[src/rtl/swizzle_pkg.sv]
// Shared swizzle geometry and the load-sequencer state encoding.
package swizzle_pkg;

    localparam int MEM_CTRL_DWIDTH         = 40;
    localparam int RAM_PORT_AWIDTH         = 9;
    localparam int RAM_NUM_WORDS           = 512;
    // Input words the swizzle collects before swapping its transpose buffers.
    localparam int COUNT_TO_SWITCH_BUFFERS = MEM_CTRL_DWIDTH;

    typedef enum logic [2:0] {
        ST_IDLE   = 3'd0,
        ST_CLEAR  = 3'd1,
        ST_STREAM = 3'd2,
        ST_DRAIN  = 3'd3,
        ST_DONE   = 3'd4
    } load_state_t;

endpackage

[src/rtl/swizzle_rd_credit.sv]
// Read-request issue under a credit limit: tracks issued, received and in-flight words.
module swizzle_rd_credit #(
    parameter int DRAM_AWIDTH     = 32,
    parameter int COUNT_WIDTH     = 25,
    parameter int MAX_OUTSTANDING = 8
) (
    input  logic                   clk,
    input  logic                   resetn,
    input  logic                   load,
    input  logic [DRAM_AWIDTH-1:0] base,
    input  logic [COUNT_WIDTH-1:0] total,
    input  logic                   enable,
    input  logic                   req_ready,
    input  logic                   resp_accept,
    output logic                   req_valid,
    output logic [DRAM_AWIDTH-1:0] req_addr,
    output logic                   all_received
);

    localparam int OUT_WIDTH = $clog2(MAX_OUTSTANDING) + 1;

    logic [DRAM_AWIDTH-1:0] base_q;
    logic [COUNT_WIDTH-1:0] total_q;
    logic [COUNT_WIDTH-1:0] issued_q;
    logic [COUNT_WIDTH-1:0] received_q;
    logic [OUT_WIDTH-1:0]   outstanding_q;
    logic                   req_fire;

    // Valid only depends on registered state, so it cannot drop while waiting for ready.
    assign req_valid    = enable && (issued_q < total_q) &&
                          (outstanding_q < OUT_WIDTH'(MAX_OUTSTANDING));
    assign req_fire     = req_valid && req_ready;
    assign req_addr     = base_q + DRAM_AWIDTH'(issued_q);
    assign all_received = (received_q == total_q);

    always_ff @(posedge clk or negedge resetn) begin
        if (!resetn) begin
            base_q        <= '0;
            total_q       <= '0;
            issued_q      <= '0;
            received_q    <= '0;
            outstanding_q <= '0;
        end else if (load) begin
            base_q        <= base;
            total_q       <= total;
            issued_q      <= '0;
            received_q    <= '0;
            outstanding_q <= '0;
        end else begin
            if (req_fire) begin
                issued_q <= issued_q + COUNT_WIDTH'(1);
            end
            if (resp_accept) begin
                received_q <= received_q + COUNT_WIDTH'(1);
            end
            case ({req_fire, resp_accept})
                2'b10:   outstanding_q <= outstanding_q + OUT_WIDTH'(1);
                2'b01:   outstanding_q <= outstanding_q - OUT_WIDTH'(1);
                default: outstanding_q <= outstanding_q;
            endcase
        end
    end

endmodule

[src/rtl/swizzle_load_ctrl.sv]
// Load sequencer for swizzle_dram_to_cram: issues DRAM reads, streams data, waits for the last RAM write.
module swizzle_load_ctrl #(
    parameter int DRAM_AWIDTH     = 32,
    parameter int MEM_CTRL_DWIDTH = 40,
    parameter int RAM_PORT_AWIDTH = 9,
    parameter int RAM_NUM_WORDS   = 512,
    parameter int NUM_RAMS_WIDTH  = 16,
    parameter int MAX_OUTSTANDING = 8,
    parameter int DRAIN_TIMEOUT   = 255
) (
    input  logic                       clk,
    input  logic                       resetn,
    input  logic                       cmd_valid,
    output logic                       cmd_ready,
    input  logic [DRAM_AWIDTH-1:0]     cmd_dram_base,
    input  logic [NUM_RAMS_WIDTH-1:0]  cmd_num_rams,
    output logic                       rd_req_valid,
    input  logic                       rd_req_ready,
    output logic [DRAM_AWIDTH-1:0]     rd_req_addr,
    input  logic                       rd_resp_valid,
    input  logic [MEM_CTRL_DWIDTH-1:0] rd_resp_data,
    output logic                       swz_resetn,
    output logic                       swz_data_valid,
    output logic [MEM_CTRL_DWIDTH-1:0] swz_data,
    input  logic                       swz_ram_we,
    input  logic [RAM_PORT_AWIDTH-1:0] swz_ram_addr,
    input  logic [NUM_RAMS_WIDTH-1:0]  swz_ram_num,
    output logic                       busy,
    output logic                       done,
    output logic                       err
);

    import swizzle_pkg::*;

    localparam int TOTAL_WIDTH     = NUM_RAMS_WIDTH + RAM_PORT_AWIDTH;
    localparam int DRAIN_CNT_WIDTH = $clog2(DRAIN_TIMEOUT + 1);

    load_state_t                state_q;
    load_state_t                state_d;
    logic [NUM_RAMS_WIDTH-1:0]  num_rams_q;
    logic [DRAIN_CNT_WIDTH-1:0] drain_cnt_q;
    logic [TOTAL_WIDTH-1:0]     cmd_total;
    logic                       accept;
    logic                       all_received;
    logic                       resp_accept;
    logic                       resp_spurious;
    logic                       last_write;
    logic                       drain_timeout;

    assign cmd_ready = (state_q == ST_IDLE);
    assign busy      = (state_q != ST_IDLE);
    assign accept    = cmd_valid && cmd_ready;
    assign cmd_total = TOTAL_WIDTH'(cmd_num_rams) * TOTAL_WIDTH'(RAM_NUM_WORDS);

    // Data is only forwarded while a command still expects words; anything else is an error.
    assign resp_accept   = rd_resp_valid && busy && !all_received;
    assign resp_spurious = rd_resp_valid && !resp_accept;

    assign last_write    = swz_ram_we &&
                           (swz_ram_addr == RAM_PORT_AWIDTH'(RAM_NUM_WORDS - 1)) &&
                           (swz_ram_num == num_rams_q - NUM_RAMS_WIDTH'(1));
    assign drain_timeout = (drain_cnt_q == DRAIN_CNT_WIDTH'(DRAIN_TIMEOUT - 1));

    swizzle_rd_credit #(
        .DRAM_AWIDTH     (DRAM_AWIDTH),
        .COUNT_WIDTH     (TOTAL_WIDTH),
        .MAX_OUTSTANDING (MAX_OUTSTANDING)
    ) u_credit (
        .clk          (clk),
        .resetn       (resetn),
        .load         (accept),
        .base         (cmd_dram_base),
        .total        (cmd_total),
        .enable       (state_q == ST_STREAM),
        .req_ready    (rd_req_ready),
        .resp_accept  (resp_accept),
        .req_valid    (rd_req_valid),
        .req_addr     (rd_req_addr),
        .all_received (all_received)
    );

    always_comb begin
        state_d = state_q;
        case (state_q)
            ST_IDLE:   if (accept) state_d = ST_CLEAR;
            ST_CLEAR:  state_d = (num_rams_q == '0) ? ST_DONE : ST_STREAM;
            ST_STREAM: if (all_received) state_d = ST_DRAIN;
            ST_DRAIN:  if (last_write || drain_timeout) state_d = ST_DONE;
            ST_DONE:   state_d = ST_IDLE;
            default:   state_d = ST_IDLE;
        endcase
    end

    always_ff @(posedge clk or negedge resetn) begin
        if (!resetn) begin
            state_q        <= ST_IDLE;
            num_rams_q     <= '0;
            drain_cnt_q    <= '0;
            swz_resetn     <= 1'b0;
            done           <= 1'b0;
            err            <= 1'b0;
            swz_data_valid <= 1'b0;
            swz_data       <= '0;
        end else begin
            state_q <= state_d;
            if (accept) begin
                num_rams_q <= cmd_num_rams;
            end
            drain_cnt_q <= (state_q == ST_DRAIN) ? drain_cnt_q + DRAIN_CNT_WIDTH'(1) : '0;
            // Registered from next state so both track the state register with no extra lag.
            swz_resetn  <= (state_d != ST_CLEAR);
            done        <= (state_d == ST_DONE);
            if (resp_spurious || ((state_q == ST_DRAIN) && !last_write && drain_timeout)) begin
                err <= 1'b1;
            end else if (accept) begin
                err <= 1'b0;
            end
            swz_data_valid <= resp_accept;
            if (resp_accept) begin
                swz_data <= rd_resp_data;
            end
        end
    end

endmodule

[config.mk]
export PLATFORM = sky130hd
export DESIGN_NAME = swizzle_load_ctrl
export DESIGN_NICKNAME = d
export VERILOG_FILES = /design/src/rtl/swizzle_pkg.sv /design/src/rtl/swizzle_rd_credit.sv /design/src/rtl/swizzle_load_ctrl.sv
export SDC_FILE = /design/constraint.sdc
export NUM_CORES = 1
export LEC_CHECK = 0
export CAP_MARGIN = 10
export CORE_ASPECT_RATIO = 0.9
export CORE_UTILIZATION = 38
export CTS_CLUSTER_SIZE = 8
export DETAILED_ROUTE_END_ITERATION = 10
export SETUP_SLACK_MARGIN = 0.3
export SYNTH_ARGS = -nofsm -noshare
export SYNTH_HDL_FRONTEND = slang
export SYNTH_HIERARCHICAL = 1
export SYNTH_SLANG_ARGS = --single-unit
[constraint.sdc]
create_clock -name clk -period 4 [get_ports clk]
set_input_delay 0.6 -clock clk [delete_from_list [all_inputs] [get_ports clk]]
set_output_delay 0.6 -clock clk [all_outputs]
set_load 0.02 [all_outputs]
==> results.tsv <==
metric	value	unit
yosysTopAreaCell	dfrtp_1	
cts_max_path_buffers	2	
cts_tree	built	
synth_edf_count	0	
core-area	26400	um2
htreeDepth	4	
final_cells	1653	
dp.cells	1609	
vias_per_cell	5.11	
grt_pass1_wl	43100	um
power.total	4.33	mW
pwr-share-seq	47.4	%
seq_area_frac_synth	44.0	%
grt_use_total	19.4	%
period_share	92.1	%
grt_pass1_vias	8403	
hold_path.class	input port to asynchronous set/reset pin	
p_comb_share	16.5	%
pwr-share-clk	36.1	%
ant_nets	0	
ir_drop	0.252	mV
setup_viol	0	
final_max_slew_viol_count	0	
p_leak	6.38	nW
arrival	3.09	ns
r2r_cells	14	
grt_max_degree	83	
die_w	176	um
syn_area	10400	um2
critPathRequiredTime	3.40	ns
sw_frac_of_total	27.4	%
io_pins	198	
cts_buffers	17	
dieArea	27900	um2
hold-worst-slack	0.180	ns
fmax	0.271	GHz
synth-main-ff-cell	dfrtp_1	
clock-root-buffer	clkbuf_16	
power_density	314	nW/um2
nets	1469	
row_count	56	
p_int	3.15	mW
setup_tns	0	ns
syn_area_per_cell	9.88	um2
drtIter0Drc	481	
gp_congestion	0.852	
synthCells	1048	
drc	0	
vias	8448	
start_util	39.2	%
syn2layout_area_growth	33.4	%
synthDistinctLibCells	59	
drive_above_1_share	16.7	%
p_sw	1.19	mW
antennaDiodeCount	0	
max-slew-margin-rel	48.1	%
path_class	register to output pin	
clk_pin_slew	0.07	ns
hold_viol	0	
cts_sinks	182	
overflow	0	
clkLatencyLatePin	0.43	ns
path_max_fanout	3	
dr.pass1.iters	5	
io_buffers	197	
worst_slew_pin_slew	0.777	ns
antenna_found_initial	0	
critPathLaunchType	register	
routedWlPerCell	16.1	um
hold_buffers	0	
synth_warnings	6	
fin_worst_skew	0.0145	ns
ys_ff_latch	182	
yosysTopAreaCellShare	44.0	%
rsz0062_at_grt	true	
maxCapViolCount	0	
r2r-start	u_credit/issued_q[14]	
worstReg2RegEnd	u_credit/outstanding_q[3]	
die_y	159	um
postSynth.asyncResetShare	100	%
drt-total-wl	26600	um
layout_min_cycle_time	3.69	ns
dp_hpwl	19700	um
reg2reg_slack	0.39	ns
ys_top_cells_by_area	dfrtp_1, mux2_2, ha_1	
cp-end-kind	output pin	
status	finished clean	
layout by cell type, fill, tap and decap left out, drive strengths merged, types with 25 or more instances in the layout:
master           n
buf             62
xnor2           51
nand3           32
o21ai           67
ha              56
a21o            25
nor2            63
clkdlybuf4s50  173
inv             48
a21oi           63
mux2            74
nand2          113
dfrtp          182
xor2            49
worst max-delay path by stage:
stage	from	to	slack (ns)	cells after the start
4_1_cts	u_credit/base_q[4]	rd_req_addr[29]	0.16	10
3_3_place_gp	u_credit/base_q[4]	rd_req_addr[29]	-0.03	10
2_1_floorplan	u_credit/received_q[14]	u_credit/outstanding_q[3]	0.48	15
5_1_grt	u_credit/issued_q[16]	rd_req_addr[27]	0.13	11
3_5_place_dp	u_credit/base_q[4]	rd_req_addr[29]	-0.05	10
6_report	u_credit/issued_q[16]	rd_req_addr[31]	0.31	11
through the flow:
| step | setup slack, ns | util, % | area (um2) |
|---|---|---|---|
| after floorplan | 0.476 | - | 10400 |
| after detailed placement | -0.0478 | 49.3 | 13000 |
| after global routing | 0.128 | 52.3 | 13800 |
| after CTS | 0.164 | 51.7 | 13700 |
| after global placement | -0.0336 | 49.3 | 13000 |
| final | 0.315 | 52.3 | 13800 |
what timing repair did:
item,4_1_cts,5_1_grt
endpoints found under the hold margin,0,0
buffers inserted,2,10
pin swaps,14,27
endpoints found under the setup margin,20,28
resized for setup,86,38
synthesized netlist by cell type, types with 3 or more instances:
cell type	number
or2_2	6
o21ai_1	3
a21oi_1	62
o21a_1	4
o31ai_1	11
a211oi_1	4
xor2_1	49
or3_1	21
nand2b_1	7
a21o_1	25
nor4_1	9
mux2_2	74
dfrtp_1	182
a211o_1	5
or4_1	10
nor2b_1	9
nor3b_1	9
mux2i_1	6
buf_1	5
and4_1	6
inv_1	44
nor3_1	15
xnor2_1	51
nor2_1	63
and3_1	12
nand3_1	32
nand4_1	22
and2_1	3
a31oi_1	5
ha_1	56
clkbuf_1	26
nand2_1	113
o211ai_1	3
o21ai_0	64
state kept, by name (all words and copies together), names as in the netlist:
signal	flops
swz_data	40
u_credit/base_q	32
u_credit/issued_q	25
u_credit/received_q	25
u_credit/total_q	25
num_rams_q	16
drain_cnt_q	8
u_credit/outstanding_q	4
state_q	3
done	1
err	1
swz_data_valid	1
swz_resetn	1
routing by layer:
layer	wire (um)	global-route usage, %
met5	0	0
met4	224	4.55
met3	959	2.75
met2	12300	31.5
met1	13100	27.4
critical path, cell delays in order, from the launching register on:
cell and delay, ns:
dfrtp_1 0.38, ha_1 0.31, a21o_1 0.19, a21o_1 0.16, a221o_1 0.37, nor2b_4 0.15, a2111oi_4 0.37, a211oi_4 0.12
buf_6 0.13, o211ai_1 0.18, xnor2_1 0.15, buf_4 0.16
cells by family after synthesis:
family | synth area share (%)
muxes | 8.63
adders and majority gates | 7.15
DFF | 44.0
xor gates and xnor gates | 8.46
AOI/OAI and AO/OA | 11.9
and+or+nand+nor | 17.0
buffers and inverters | 2.83
other | 0.0362
power by group through the flow:
stage / Clock [mW] / Sequential [mW] / Combinational [mW]
after CTS: 1.62 / 2.05 / 0.725
after global routing: 1.69 / 2.07 / 0.792
after floorplan: 0 / 2.13 / 0.295
final: 1.56 / 2.05 / 0.716
after detailed placement: 0 / 2.09 / 0.714
after global placement: 0 / 2.08 / 0.706
layout make-up:
class                           instances  area, um2
Fill cell                            2441      12600
Sequential cell                       182       4550
Timing Repair Buffer                  249       2370
Tap cell                              348        435
Inverter                               44        168
Multi-Input combinational cell        798       5750
Clock inverter                         13        100
Clock buffer                           19        433
Power figures use the tool's default switching activity.
